<file path="src/rtl/logic_pkg.sv">
// Shared opcode definitions for the bitwise logic pipeline.
package logic_pkg;

    localparam int OP_W = 3;

    typedef enum logic [OP_W-1:0] {
        OP_NOT  = 3'd0,
        OP_AND  = 3'd1,
        OP_OR   = 3'd2,
        OP_XOR  = 3'd3,
        OP_NAND = 3'd4,
        OP_NOR  = 3'd5,
        OP_XNOR = 3'd6,
        OP_PASS = 3'd7
    } op_e;

endpackage

</file>
<file path="src/rtl/logic_unit_pipe_if.sv">
// Request/response bundle for logic_unit_pipe: request handshake, result handshake and op counter.
interface logic_unit_pipe_if
    import logic_pkg::*;
#(
    parameter int WIDTH = 16
) ();

    logic             in_valid;
    logic             in_ready;
    logic [OP_W-1:0]  op;
    logic [WIDTH-1:0] a;
    logic [WIDTH-1:0] b;
    logic             out_valid;
    logic             out_ready;
    logic [WIDTH-1:0] out_data;
    logic             out_zero;
    logic [15:0]      op_count;

    modport master (
        output in_valid, op, a, b, out_ready,
        input  in_ready, out_valid, out_data, out_zero, op_count
    );

    modport slave (
        input  in_valid, op, a, b, out_ready,
        output in_ready, out_valid, out_data, out_zero, op_count
    );

endinterface

</file>
<file path="src/rtl/bitwise_op.sv">
// Combinational bitwise operation over WIDTH bits with an all-zeros flag on the result.
module bitwise_op
    import logic_pkg::*;
#(
    parameter int WIDTH = 16
) (
    input  logic [OP_W-1:0]  op,
    input  logic [WIDTH-1:0] a,
    input  logic [WIDTH-1:0] b,
    output logic [WIDTH-1:0] y,
    output logic             zero
);

    always_comb begin
        y = '0;
        case (op_e'(op))
            OP_NOT:  y = ~a;
            OP_AND:  y = a & b;
            OP_OR:   y = a | b;
            OP_XOR:  y = a ^ b;
            OP_NAND: y = ~(a & b);
            OP_NOR:  y = ~(a | b);
            OP_XNOR: y = ~(a ^ b);
            OP_PASS: y = a;
            default: y = '0;
        endcase
    end

    assign zero = ~|y;

endmodule

</file>
<file path="src/rtl/logic_unit_pipe.sv">
// Bitwise logic unit feeding a DEPTH-entry result FIFO; in_ready depends only on registered count.
module logic_unit_pipe
    import logic_pkg::*;
#(
    parameter int WIDTH = 16,
    parameter int DEPTH = 2
) (
    input  logic              clk,
    input  logic              reset,
    logic_unit_pipe_if.slave  bus
);

    localparam int PTR_W = (DEPTH > 1) ? $clog2(DEPTH) : 1;
    localparam int CNT_W = $clog2(DEPTH + 1);

    logic [WIDTH-1:0] res_y;
    logic             res_zero;

    logic [PTR_W-1:0] wr_ptr_q, wr_ptr_d;
    logic [PTR_W-1:0] rd_ptr_q, rd_ptr_d;
    logic [CNT_W-1:0] count_q,  count_d;
    logic [15:0]      op_count_q, op_count_d;

    logic [WIDTH-1:0] data_q [DEPTH];
    logic             zero_q [DEPTH];

    logic push;
    logic pop;
    logic not_empty;
    logic not_full;

    // Pointers wrap explicitly so DEPTH need not be a power of two.
    function automatic logic [PTR_W-1:0] next_ptr(input logic [PTR_W-1:0] p);
        return (p == PTR_W'(DEPTH - 1)) ? '0 : p + 1'b1;
    endfunction

    bitwise_op #(
        .WIDTH (WIDTH)
    ) u_bitwise_op (
        .op   (bus.op),
        .a    (bus.a),
        .b    (bus.b),
        .y    (res_y),
        .zero (res_zero)
    );

    assign not_empty = (count_q != '0);
    assign not_full  = (count_q < CNT_W'(DEPTH));

    assign push = bus.in_valid & not_full;
    assign pop  = not_empty & bus.out_ready;

    always_comb begin
        wr_ptr_d   = wr_ptr_q;
        rd_ptr_d   = rd_ptr_q;
        count_d    = count_q;
        op_count_d = op_count_q;
        if (push) begin
            wr_ptr_d   = next_ptr(wr_ptr_q);
            op_count_d = op_count_q + 16'd1;
        end
        if (pop) begin
            rd_ptr_d = next_ptr(rd_ptr_q);
        end
        case ({push, pop})
            2'b10:   count_d = count_q + 1'b1;
            2'b01:   count_d = count_q - 1'b1;
            default: count_d = count_q;
        endcase
    end

    always_ff @(posedge clk or posedge reset) begin
        if (reset) begin
            wr_ptr_q   <= '0;
            rd_ptr_q   <= '0;
            count_q    <= '0;
            op_count_q <= '0;
        end else begin
            wr_ptr_q   <= wr_ptr_d;
            rd_ptr_q   <= rd_ptr_d;
            count_q    <= count_d;
            op_count_q <= op_count_d;
        end
    end

    // Storage is data-only; emptiness is tracked by count_q, so stale entries are never visible.
    always_ff @(posedge clk) begin
        if (push) begin
            data_q[wr_ptr_q] <= res_y;
            zero_q[wr_ptr_q] <= res_zero;
        end
    end

    assign bus.in_ready  = not_full;
    assign bus.out_valid = not_empty;
    assign bus.out_data  = not_empty ? data_q[rd_ptr_q] : '0;
    assign bus.out_zero  = not_empty ? zero_q[rd_ptr_q] : 1'b1;
    assign bus.op_count  = op_count_q;

endmodule

</file>
<file path="src/flat_wrapper.sv">
// flat-port wrapper written by rule: the top's interface ports become plain ports
module logic_unit_pipe_flat import logic_pkg::*;
#(
    parameter int WIDTH = 16,
    parameter int DEPTH = 2
)
  (clk, reset, bus_in_valid, bus_op, bus_a, bus_b, bus_out_ready, bus_in_ready, bus_out_valid, bus_out_data, bus_out_zero, bus_op_count);
  logic_unit_pipe_if #(.WIDTH(WIDTH)) bus_i ();
  input  logic clk;
  input  logic reset;
  input wire logic [$bits(bus_i.in_valid)-1:0] bus_in_valid;
  input wire logic [$bits(bus_i.op)-1:0] bus_op;
  input wire logic [$bits(bus_i.a)-1:0] bus_a;
  input wire logic [$bits(bus_i.b)-1:0] bus_b;
  input wire logic [$bits(bus_i.out_ready)-1:0] bus_out_ready;
  output wire logic [$bits(bus_i.in_ready)-1:0] bus_in_ready;
  output wire logic [$bits(bus_i.out_valid)-1:0] bus_out_valid;
  output wire logic [$bits(bus_i.out_data)-1:0] bus_out_data;
  output wire logic [$bits(bus_i.out_zero)-1:0] bus_out_zero;
  output wire logic [$bits(bus_i.op_count)-1:0] bus_op_count;
  assign bus_i.in_valid = bus_in_valid;
  assign bus_i.op = bus_op;
  assign bus_i.a = bus_a;
  assign bus_i.b = bus_b;
  assign bus_i.out_ready = bus_out_ready;
  assign bus_in_ready = bus_i.in_ready;
  assign bus_out_valid = bus_i.out_valid;
  assign bus_out_data = bus_i.out_data;
  assign bus_out_zero = bus_i.out_zero;
  assign bus_op_count = bus_i.op_count;
  logic_unit_pipe #(.WIDTH(WIDTH), .DEPTH(DEPTH)) u_core (.clk(clk), .reset(reset), .bus(bus_i));
endmodule
</file>
<file path="config.mk">
export PLATFORM = sky130hd
export DESIGN_NAME = logic_unit_pipe_flat
export DESIGN_NICKNAME = d
export VERILOG_FILES = /design/src/rtl/logic_pkg.sv /design/src/rtl/logic_unit_pipe_if.sv /design/src/rtl/bitwise_op.sv /design/src/rtl/logic_unit_pipe.sv /design/src/flat_wrapper.sv
export SDC_FILE = /design/constraint.sdc
export NUM_CORES = 1
export LEC_CHECK = 0
export CORE_MARGIN = 10
export CORE_UTILIZATION = 35
export DETAILED_ROUTE_END_ITERATION = 10
export GPL_TIMING_DRIVEN = 0
export PLACE_DENSITY_LB_ADDON = 0.05
export SLEW_MARGIN = 20
export SYNTH_ARGS = -nofsm -noshare
export SYNTH_HDL_FRONTEND = slang
export SYNTH_SLANG_ARGS = --single-unit
</file>
<file path="constraint.sdc">
create_clock -name clk -period 4.3 [get_ports clk]
set_input_delay 0.645 -clock clk [delete_from_list [all_inputs] [get_ports clk]]
set_output_delay 0.645 -clock clk [all_outputs]
set_load 0.005 [all_outputs]
</file>
### After elaboration in Yosys (flattened, before gate mapping)

Memory sizes are Yosys's and may differ from the RTL's.
Cells that the tools add are included.

* register bits: 20
* memories: 2
* RAM bits: 34
* output and inout port bits: 35

* eq/ne operators: 9
* $lt $le $gt $ge: 1
* add/sub/neg operators: 5
* muxes and demuxes: 8
* bitwise gates (word level): 9
* reduce and logical (&&, ||, !) cells: 5

Memory list
* u_core.data_q: depth 2, bits a word 16, read ports 1, clocked after memory_dff 0, wr ports 1, line logic_unit_pipe.sv:24 `logic [WIDTH-1:0] data_q [DEPTH];`
* u_core.zero_q: depth 2, bits a word 1, read ports 1, clocked after memory_dff 0, wr ports 1, line logic_unit_pipe.sv:25 `logic zero_q [DEPTH];`

Operators by type and width (count)
* one-hot mux 16 bit (8 select lines): 1
* NOT 16 bit: 4
* adder 16 x 1 -> 16 bit, second input constant: 1
* bitwise AND 16 bit: 1
* 2-to-1 mux 16 bit: 1
* bitwise OR 16 bit: 1
* OR reduction 16 bit: 1
* XOR 16 bit: 1
* equality test 3 bit, second input constant: 4
* equality test 3 x 2 -> 1 bit, second input constant: 2
* 2-to-1 mux 1 bit: 5
* one-hot mux 2 bit (2 select lines): 1
* nonzero test 2 bit: 2
* equality test 3 x 1 -> 1 bit, second input constant: 1
* logical NOT 3 bit: 1
* adder 1 bit, second input constant: 2
* adder 2 x 1 -> 2 bit, second input constant: 1
* bitwise AND 1 bit: 2
* equality test 2 x 1 -> 1 bit, second input constant: 1
* equality test 2 bit, second input constant: 1
* less-than comparator 2 bit, second input constant: 1
* subtractor 2 x 1 -> 2 bit, second input constant: 1
* logical NOT 1 bit: 1

### Longest topological paths before layout

Gate-level depths: netlist of the first run.

* depth after elaboration: 5
* depth in mapped cells: 9

### Cells and area by module

A second synthesis of the first run with hierarchy kept.

* cell total of the unflattened synthesis: 421
* area, all modules: 3982.6 sq um

By module, submodules not included
* logic_unit_pipe: cells each 146, area an instance 2193.4 sq um, times used 1
* bitwise_op: cells each 275, area an instance 1789.2 sq um, times used 1

### Least setup slack after synthesis of the first run

No wires, ideal clock.

* path kind: input to register
* from: input port bus_b[3]
* to: memory u_core.zero_q[0] (data pin)
* buffers on the path: 0
* arrival: 2.455 ns
* slack: 1.648 ns
* stages on the path: 6
* library setup time: 0.197 ns
* cells stage by stage: ha_1 > mux2_1 > mux4_2 > a211o_1 > a2111o_1 > nor4_1

* longest elaborated chain between the ends: 5
* elaborated cells between the ends (all ways): 9
* those cells by class: 1 x mux; 6 x bitwise; 2 x reduce/logical

RTL lines
* from (decl): line flat_wrapper.sv:14 `input wire logic [$bits(bus_i.b)-1:0] bus_b;`
* XOR 16 bit, or another cell as far along: line bitwise_op.sv:20, bitwise_op.sv:23
* NOT 16 bit (on tied branches): line bitwise_op.sv:23, bitwise_op.sv:21, bitwise_op.sv:22
* one-hot mux 16 bit (8 select lines) (*): line bitwise_op.sv:16 `case (op_e'(op))`
* net u_core.res_y[3]: line logic_unit_pipe.sv:16 `logic [WIDTH-1:0] res_y;`
* OR reduction 16 bit (*): line bitwise_op.sv:29 `assign zero = ~|y;`
* logical NOT 1 bit (*): line bitwise_op.sv:29
* net u_core.res_zero: line logic_unit_pipe.sv:17 `logic res_zero;`
* to (decl): line logic_unit_pipe.sv:25

Mark *: on every way through the listed nets, which the timed path passes. The rest lies on a longest branch.

### Final worst setup path of the first run

* from: input port bus_op[0]
* to: memory u_core.zero_q[1] (data pin)

* longest elaborated chain between the ends: 4
* elaborated cells between the ends (all ways): 11
* those cells by class: 7 x eq/ne; 1 x mux; 3 x reduce/logical

RTL lines
* from (decl): line flat_wrapper.sv:12 `input wire logic [$bits(bus_i.op)-1:0] bus_op;`
* equality test 3 bit, or another cell as far along: line bitwise_op.sv:16
* one-hot mux 16 bit (8 select lines) (*): line bitwise_op.sv:16
* OR reduction 16 bit (*): line bitwise_op.sv:29
* logical NOT 1 bit (*): line bitwise_op.sv:29
* net u_core.res_zero: line logic_unit_pipe.sv:17

Marks and branches as above.

==> impl_metrics.toml, run 1 <==
[placement]
io_buffers = 72
gp_congestion = 0.779
place_area_sq_um = 4810
preCtsSetupSlack_ns = 0.715
hpwl_um = 8010

[die]
dieArea_sq_um = 15800
dieWidth_um = 126
die_y_um = 126
row_count = 38
io-pin-count = 74
core_sq_um = 10900
initial_core_util = 0.358

[critical_path]
cp.arrival_ns = 3.39
cp-start-kind = "input port"
reg2reg_slack_ns = 2.40
rr_worst_depth = 3
crit_path_end_kind = "flip-flop"
cp_max_fo = 10
crit_type = "in -> reg"
r2r-end = "u_core.zero_q[1]"
r2r_start = "u_core.count_q[1]"
required_ns = 4.37

[synth]
synth.top_cell.area_share = 0.262
yosys_warnings = 0
synthArstFlopShare = 0.370
synth.net_count = 495
avgSynthCellArea_sq_um = 9.24
ys_seq_area_frac = 0.390
synth_flop_cell = "edfxtp_1"
synth_cell_types = 47
synthTopCellsByArea = "edfxtp_1 (26%), dfrtp_1 (13%), ha_1 (11%)"
netlist_area_sq_um = 3900
synth.largest_area_cell = "edfxtp_1"
synth_edf_count = 34
synth_seq_cells = 54
netlist_instances = 422

[pwr]
finalPower_mw = 1.88
worst_ir_drop_vdd_mv = 0.209
leakagePower_nw = 2.04
powerDensity_nw_per_um2 = 382

[cells_and_area]
fin_area_sq_um = 4910
diodes = 0
nets = 575
drive_gt1_frac = 0.0358
areaGrowthSynthToFinish_pct = 26.0

[timing]
setup_slack_ns = 0.988
rsz0062_at_grt = "no"
final.min_clock_period_ns = 3.31
setup_tns_ns = 0
hold_violations = 0
fin_crit_sh = 0.770
drv_slew = 0
worst_slew_pin_slew_ns = 0.804
finalClockSkew_ns = 0.00800
fmax_ghz = 0.302
setup_viol = 0
slew_headroom = 0.464

[global_routing]
antenna_found_initial = 0
grt_pass1_vias = 3260
grt_pass1_wl_um = 16300
grt_util_all_layers = 0.122
grt_overflow = 0
grt_max_degree = 21

[hold_path]
holdPathEnd = "u_core.bus.op_count[15]"
min-delay-start = "u_core.bus.op_count[15]"
hold_path_depth = 1
worstHoldPathType = "reg -> reg"

[routing]
ant_nets = 0
drt_pass1_iterations = 4
routedWlPerCell_um = 15.6
first_iter_violations = 200
dr_total_vias = 3264
routed_via_density = 5.08
drt-total-wl_um = 10000
drcViolationCount = 0

[job]
maxCapViolations = 0

[cts]
cts_buffer_depth = 2
clock-sinks = 54
cts_htree_levels = 2
cts_setup_buffers = 0
clk_latency_ns = 0.29
cts_root_buf = "clkbuf_8"
cts_hold_buf = 0
path_clk_slew_ns = 0.09
cts_made_buffers = 5
cts_tree = "done"
cts.repair.resized = 0

[run_status]
status = "finished, final reports clean"
-- logic make-up (layout without fill, tap and decap cells) --
kind of cell | after synthesis | in the layout | synth area share
adders and majority gates | 34 | 34 | 0.109
buffers and inverters | 67 | 148 | 0.0661
and+or+nand+nor | 130 | 130 | 0.154
xor gates and xnor gates | 20 | 20 | 0.0449
muxes | 28 | 28 | 0.0789
AOI/OAI and AO/OA | 89 | 89 | 0.157
DFF | 54 | 54 | 0.390
-- per-stage QoR --
stage / hold slack (ns) / std cells / util
after CTS: 0.486 / 643 / 0.451
final: 0.484 / 643 / 0.451
after floorplan: 0.456 / 422 / -
after detailed placement: 0.469 / 635 / 0.442
after global placement: 0.463 / 634 / 0.440
after global routing: 0.504 / 643 / 0.451
-- worst max-delay path by stage --
stage	endpoint	startpoint	depth (start not counted)
finish	u_core.zero_q[1]	bus_op[0]	7
global route	u_core.zero_q[1]	bus_op[0]	9
CTS	bus_out_data[11]	u_core.rd_ptr_q	5
detailed placement	u_core.zero_q[1]	bus_op[2]	9
global placement	u_core.zero_q[1]	bus_op[0]	9
floorplan	u_core.zero_q[0]	bus_b[3]	6
-- layout make-up --
| type | count | area (sq um) |
|---|---|---|
| sequential | 54 | 1520 |
| inverter | 45 | 169 |
| fill | 1085 | 5970 |
| timing repair buffer | 73 | 736 |
| tap | 140 | 175 |
| buffer | 22 | 88.8 |
| multi-input combinational | 301 | 2120 |
| clock inverter | 1 | 3.75 |
| clock buffer | 7 | 97.6 |
-- routing by layer --
| layer | routed length [um] | vias up | global-route usage |
|---|---|---|---|
| li1 | - | 1644 | - |
| met1 | 4660 | 1537 | 0.157 |
| met2 | 4770 | 71 | 0.201 |
| met3 | 426 | 12 | 0.0228 |
| met4 | 164 | 0 | 0.0400 |
| met5 | 0 | - | 0 |
-- synth_stat cells (all sizes together), types with 2 or more instances --
cell and n:
xnor2 16, a211o 3, mux4 2, and2 6, mux2 2, a32o 2, o221ai 11, a21o 3
clkbuf 13, ha 34, a21oi 18, a2111oi 2, edfxtp 34, a221oi 4, o211ai 5, mux2i 24
and3 2, buf 9, nor2 46, nand2 36, dfrtp 20, inv 43, nor2b 14, nand4 2
and4 2, a31oi 4, and4b 2, nand3 12, o21a 5, o21ai 20, nor3 4, xor2 4
o2111a 2, clkinv 2, a211oi 5
-- worst max-delay path, cell delays in order --
cell	delay, ns
clkdlybuf4s50_1	0.50
buf_2	0.23
nor2_1	0.61
a32oi_1	0.30
a211o_1	0.36
a2111o_1	0.36
nor4_1	0.38
-- power breakdown --
group / internal, mW / switching [mW]
Combinational: 0.444 / 0.404
Clock: 0.149 / 0.150
Sequential: 0.674 / 0.0573
Total: 1.27 / 0.611
-- cell usage in the layout (no fill, tap or decap), drive strengths merged, types with 3 or more instances in the layout --
master | synthesis | final
clkbuf | 13 | 20
nor3 | 4 | 4
o21ai | 20 | 20
and2 | 6 | 6
a21o | 3 | 3
o21a | 5 | 5
nand3 | 12 | 12
a31oi | 4 | 4
o221ai | 11 | 11
a211oi | 5 | 5
nand2 | 36 | 36
dfrtp | 20 | 20
nor2 | 46 | 46
xor2 | 4 | 4
clkdlybuf4s50 | 0 | 72
ha | 34 | 34
buf | 9 | 10
mux2i | 24 | 24
o211ai | 5 | 5
clkinv | 2 | 3
a221oi | 4 | 4
a211o | 3 | 3
inv | 43 | 43
xnor2 | 16 | 16
nor2b | 14 | 14
edfxtp | 34 | 34
a21oi | 18 | 18
-- sequential cells by signal, indices dropped and copies added (netlist names) --
register             cells
u_core.data_q           32
u_core.bus.op_count     16
u_core.count_q           2
u_core.zero_q            2
u_core.rd_ptr_q          1
u_core.wr_ptr_q          1
Power figures use the tool's default switching activity.
==> inputs of run 2 (changes only) <==
Clock period 4.3 ns to 3.1 ns, I/O delays scaled along.
==> impl_metrics.toml, run 2 (synthesized netlist as in run 1, its figures left out) <==
[critical_path]
crit_chain = "clkdlybuf4s50_1 -> inv_2 -> mux2_1 -> mux4_2 -> a211o_1 -> a2111o_1 -> nor4_1"
crit_family = "multiplexers"
crit_path_end_kind = "flip-flop"
cp-startpoint = "bus_op[0]"
worst-path-buf-inv = 2
cpPeakStageDelay_ns = 0.52
cp-start-kind = "input port"
crit_type = "in -> reg"
cpMaxStageDelayCell = "mux4_2"
rr_worst_depth = 3
cp_max_fo = 7
cp.arrival_ns = 3.04
worstSetupPathDepth = 7
required_ns = 3.17
r2r_start = "u_core.count_q[1]"

[timing]
final.min_clock_period_ns = 2.97
rsz0062_at_grt = "no"
fin_crit_sh = 0.957
fmax_ghz = 0.337
setup_viol = 0
hold_violations = 0
finalClockSkew_ns = 0.00809
drv_slew = 0
setup_tns_ns = 0
slew_headroom = 0.451
hold_ws_ns = 0.484
worst_slew_pin_slew_ns = 0.824

[hold_path]
hold_path_depth = 1
worstHoldPathType = "reg -> reg"
min-delay-start = "u_core.bus.op_count[15]"

[cts]
cts_made_buffers = 5
cts_hold_buf = 0
cts_tree = "done"
cts_buffer_depth = 2
clk_latency_ns = 0.30
clock-sinks = 54
cts_htree_levels = 2
path_clk_slew_ns = 0.09
cts_root_buf = "clkbuf_8"

[routing]
drt-total-wl_um = 10100
dr_total_vias = 3287
first_iter_violations = 198
routed_via_density = 5.11
drcViolationCount = 0
routedWlPerCell_um = 15.7
ant_nets = 0
drt_pass1_iterations = 4

[pwr]
leakagePower_nw = 2.07
powerDensity_nw_per_um2 = 528
worst_ir_drop_vdd_mv = 0.291

[global_routing]
grt_overflow = 0
grt_util_all_layers = 0.122
grt_pass1_wl_um = 16200
grt_max_degree = 21
grt_pass1_vias = 3258
antenna_found_initial = 0

[cells_and_area]
largest_reg_flops = 32
largest_register = "u_core.data_q"
layout_commonest_cell = "clkdlybuf4s50_1"
drive_gt1_frac = 0.0596
final_cell_mix = "clkdlybuf4s50_1 (72), nor2_1 (44), inv_1 (42), nand2_1 (36)"
nets = 575
fin_area_sq_um = 4950
diodes = 0
areaGrowthSynthToFinish_pct = 26.8
fin_cells = 643
num-fill-cells = 1083

[placement]
place_area_sq_um = 4810
io_buffers = 72
hpwl_um = 8010
gp_congestion = 0.779
placed_cells = 635

[die]
die_y_um = 126
dieArea_sq_um = 15800
dieWidth_um = 126
io-pin-count = 74
initial_core_util = 0.358
row_count = 38
core_sq_um = 10900

[job]
maxCapViolations = 0

[run_status]
status = "finished, final reports clean"
-- run 2: cell types whose count changed in the layout (fill, tap and decap cells not counted) --
cell and change:
buf_1 -3, a2111oi_2 +2, a2111oi_0 -2, nor2_1 -1, clkbuf_2 +8, nor2_2 +1
a221oi_2 +1, a221oi_1 -1, clkbuf_1 -5
-- run 2: metal layers --
| layer | global-route usage | wire length, um | vias to the layer above |
|---|---|---|---|
| li1 | - | - | 1648 |
| met3 | 0.0228 | 501 | 6 |
| met5 | 0 | 0 | - |
| met1 | 0.157 | 4580 | 1560 |
| met4 | 0.0400 | 101 | 0 |
| met2 | 0.201 | 4890 | 73 |
-- run 2: through the flow --
stage	util	total power, mW	setup WS, ns
detailed placement	0.442	2.24	-0.305
floorplan	-	1.63	0.628
global route	0.454	2.81	0.0146
finish	0.454	2.61	0.132
CTS	0.452	2.66	0.00693
global placement	0.440	2.20	-0.263
-- run 2: path summary, 6_finish.rpt --
| kind | endpoint | slack (ns) |
|---|---|---|
| hold / removal | u_core.bus.op_count[15] | 0.48 |
| max in group asynchronous | u_core.bus.op_count[10] | 2.00 |
| min in group asynchronous | u_core.bus.op_count[13] | 0.61 |
| setup / recovery | u_core.zero_q[1] | 0.13 |
| hold reg to reg | u_core.bus.op_count[15] | 0.48 |
| setup reg to reg | u_core.zero_q[1] | 1.19 |
-- run 2: repair_timing --
action | CTS | global route
resized for setup | 1 | 17
buffers inserted | 0 | 0
cloned | 0 | 0
endpoints found under the setup margin | 9 | 2
-- run 2: worst register-to-register path, delay by kind of cell (launching register included) --
family / cells / cell delay, ns
and+or+nand+nor: 2 / 0.84
DFF: 1 / 0.41
buffers and inverters: 1 / 0.29
-- run 2: area by class of cell --
type	instances	area [sq um]	area share
Buffer	22	98.8	0.0200
Clock inverter	1	3.75	0.000759
Tap cell	140	175	0.0354
Inverter	45	169	0.0342
Sequential cell	54	1520	0.308
Multi-Input combinational cell	301	2140	0.434
Clock buffer	7	97.6	0.0197
Timing Repair Buffer	73	736	0.149
-- run 2: where the power goes --
group	internal [mW]	switching (mW)	total [mW]	leakage [nW]
registers	0.935	0.0795	1.01	0.565
clock network	0.206	0.210	0.416	0.0510
logic	0.621	0.562	1.18	1.45
==> inputs of run 3 (changes only) <==
Settings changed: CTS_BUF_LIST from default to sky130_fd_sc_hd__clkbuf_16, GPL_TIMING_DRIVEN 0 to default.
==> impl_metrics.toml, run 3 (synthesized netlist as in run 1, its figures left out) <==
[placement]
hpwl_um = 7440
io_buffers = 73
placed_cells = 643
gp_congestion = 0.795

[cts]
clock-sinks = 54
cts_made_buffers = 5
cts_root_buf = "clkbuf_16"
cts_tree = "done"
cts_setup_buffers = 0
cts_hold_buf = 0
path_clk_slew_ns = 0.07
clk_latency_ns = 0.29
cts_htree_levels = 2
cts.repair.resized = 0
cts_buffer_depth = 2

[global_routing]
grt_max_degree = 37
grt_overflow = 0
grt_pass1_wl_um = 16200
grt_pass1_vias = 3344
grt_util_all_layers = 0.120
antenna_found_initial = 0

[die]
die_y_um = 126
initial_core_util = 0.358
dieWidth_um = 126
core_sq_um = 10900
io-pin-count = 74
row_count = 38
dieArea_sq_um = 15800

[critical_path]
worst-path-buf-inv = 2
r2r_start = "u_core.count_q[1]"
reg2reg_slack_ns = 1.29
crit_type = "in -> reg"
cpMaxStageDelayCell = "clkdlybuf4s50_1"
crit_chain = "clkdlybuf4s50_1 -> inv_1 -> ha_1 -> nor2b_1 -> a21oi_1 -> mux4_2 -> a211o_1 -> a2111o_1 -> nor4_1"
cpPeakStageDelay_ns = 0.51
cp-start-kind = "input port"
cp_max_fo = 3
required_ns = 3.16
cp.arrival_ns = 3.01
rr_worst_depth = 5
crit_family = "compound AO/OA/AOI/OAI gates"
r2r-end = "u_core.bus.op_count[15]"
crit_path_end_kind = "flip-flop"

[pwr]
powerDensity_nw_per_um2 = 540
leakagePower_nw = 2.17
worst_ir_drop_vdd_mv = 0.416

[timing]
finalClockSkew_ns = 0.00558
hold_violations = 0
fin_crit_sh = 0.954
setup_viol = 0
slew_headroom = 0.487
final.min_clock_period_ns = 2.96
worst_slew_pin_slew_ns = 0.768
fmax_ghz = 0.338
drv_slew = 0
setup_tns_ns = 0
rsz0062_at_grt = "no"

[cells_and_area]
areaGrowthSynthToFinish_pct = 30.5
nets = 583
multi_input_area_sq_um = 2120
largest_register = "u_core.data_q"
layout_commonest_cell = "clkdlybuf4s50_1"
largest_reg_flops = 32
diodes = 0
num-fill-cells = 1073
fin_cells = 651
regArea_sq_um = 1520
final_cell_mix = "clkdlybuf4s50_1 (72), nor2_1 (46), inv_1 (42), nand2_1 (36)"
drive_gt1_frac = 0.0822

[run_status]
status = "finished, final reports clean"

[hold_path]
worstHoldPathType = "reg -> reg"
hold_path_depth = 1
holdPathEnd = "u_core.bus.op_count[15]"
min-delay-start = "u_core.bus.op_count[15]"

[routing]
drcViolationCount = 0
dr_total_vias = 3267
drt_pass1_iterations = 4
routedWlPerCell_um = 14.8
first_iter_violations = 107
ant_nets = 0
routed_via_density = 5.02
drt-total-wl_um = 9610

[job]
maxCapViolations = 0
## run 3: changes by cell type in the layout (fill, tap and decap cells not counted), sizes merged
| cell | before | now |
|---|---|---|
| buf | 7 | 31 |
| clkbuf | 23 | 5 |
| clkinv | 3 | 5 |
## run 3: power by group
part | internal [mW] | switching, mW | total [mW] | leakage (nW)
sequential | 0.935 | 0.108 | 1.04 | 0.565
clock | 0.295 | 0.238 | 0.534 | 0.0689
combinational | 0.649 | 0.523 | 1.17 | 1.53
## run 3: final cells by class
class	instances	area share
clock buffer	5	0.0246
timing repair buffer	103	0.189
sequential	54	0.299
inverter	45	0.0332
tap	140	0.0344
multi-input combinational	301	0.417
clock inverter	3	0.00319
## run 3: worst max-delay path by stage
stage,from,to,slack [ns],cells past startpoint
2_1_floorplan,bus_b[3],u_core.zero_q[0],0.63,6
5_1_grt,bus_a[3],u_core.zero_q[0],0.008,9
3_3_place_gp,bus_a[3],u_core.zero_q[1],-0.01,9
3_5_place_dp,bus_a[3],u_core.zero_q[1],-0.15,9
4_1_cts,bus_a[3],u_core.zero_q[1],0.15,9
6_report,bus_a[3],u_core.zero_q[0],0.14,9
## run 3: routing by layer
metal,global-route usage,share of wire,up-vias
met4,0.0427,0.016,0
li1,-,-,1661
met1,0.159,0.48,1526
met3,0.0182,0.041,12
met2,0.192,0.46,68
met5,0,0,-
## run 3: worst reg2reg max path: stages, from the launching register on
cell and delay (ns):
dfrtp_1 0.40, nor2b_1 0.43, inv_1 0.18, nor2_1 0.38, nand3_1 0.15, xnor2_1 0.15
## run 3: metrics by stage
step                setup slack, ns  power (mW)  utilization  area, sq um  hold slack [ns]
finish                        0.143        2.75        0.468         5090            0.477
global route                0.00803        2.94        0.468         5090            0.482
CTS                           0.149        2.80        0.468         5090            0.477
detailed placement           -0.149        2.25        0.455         4950            0.464
global placement            -0.0107        2.24        0.455         4950            0.463
floorplan                     0.628        1.63            -         3900            0.429
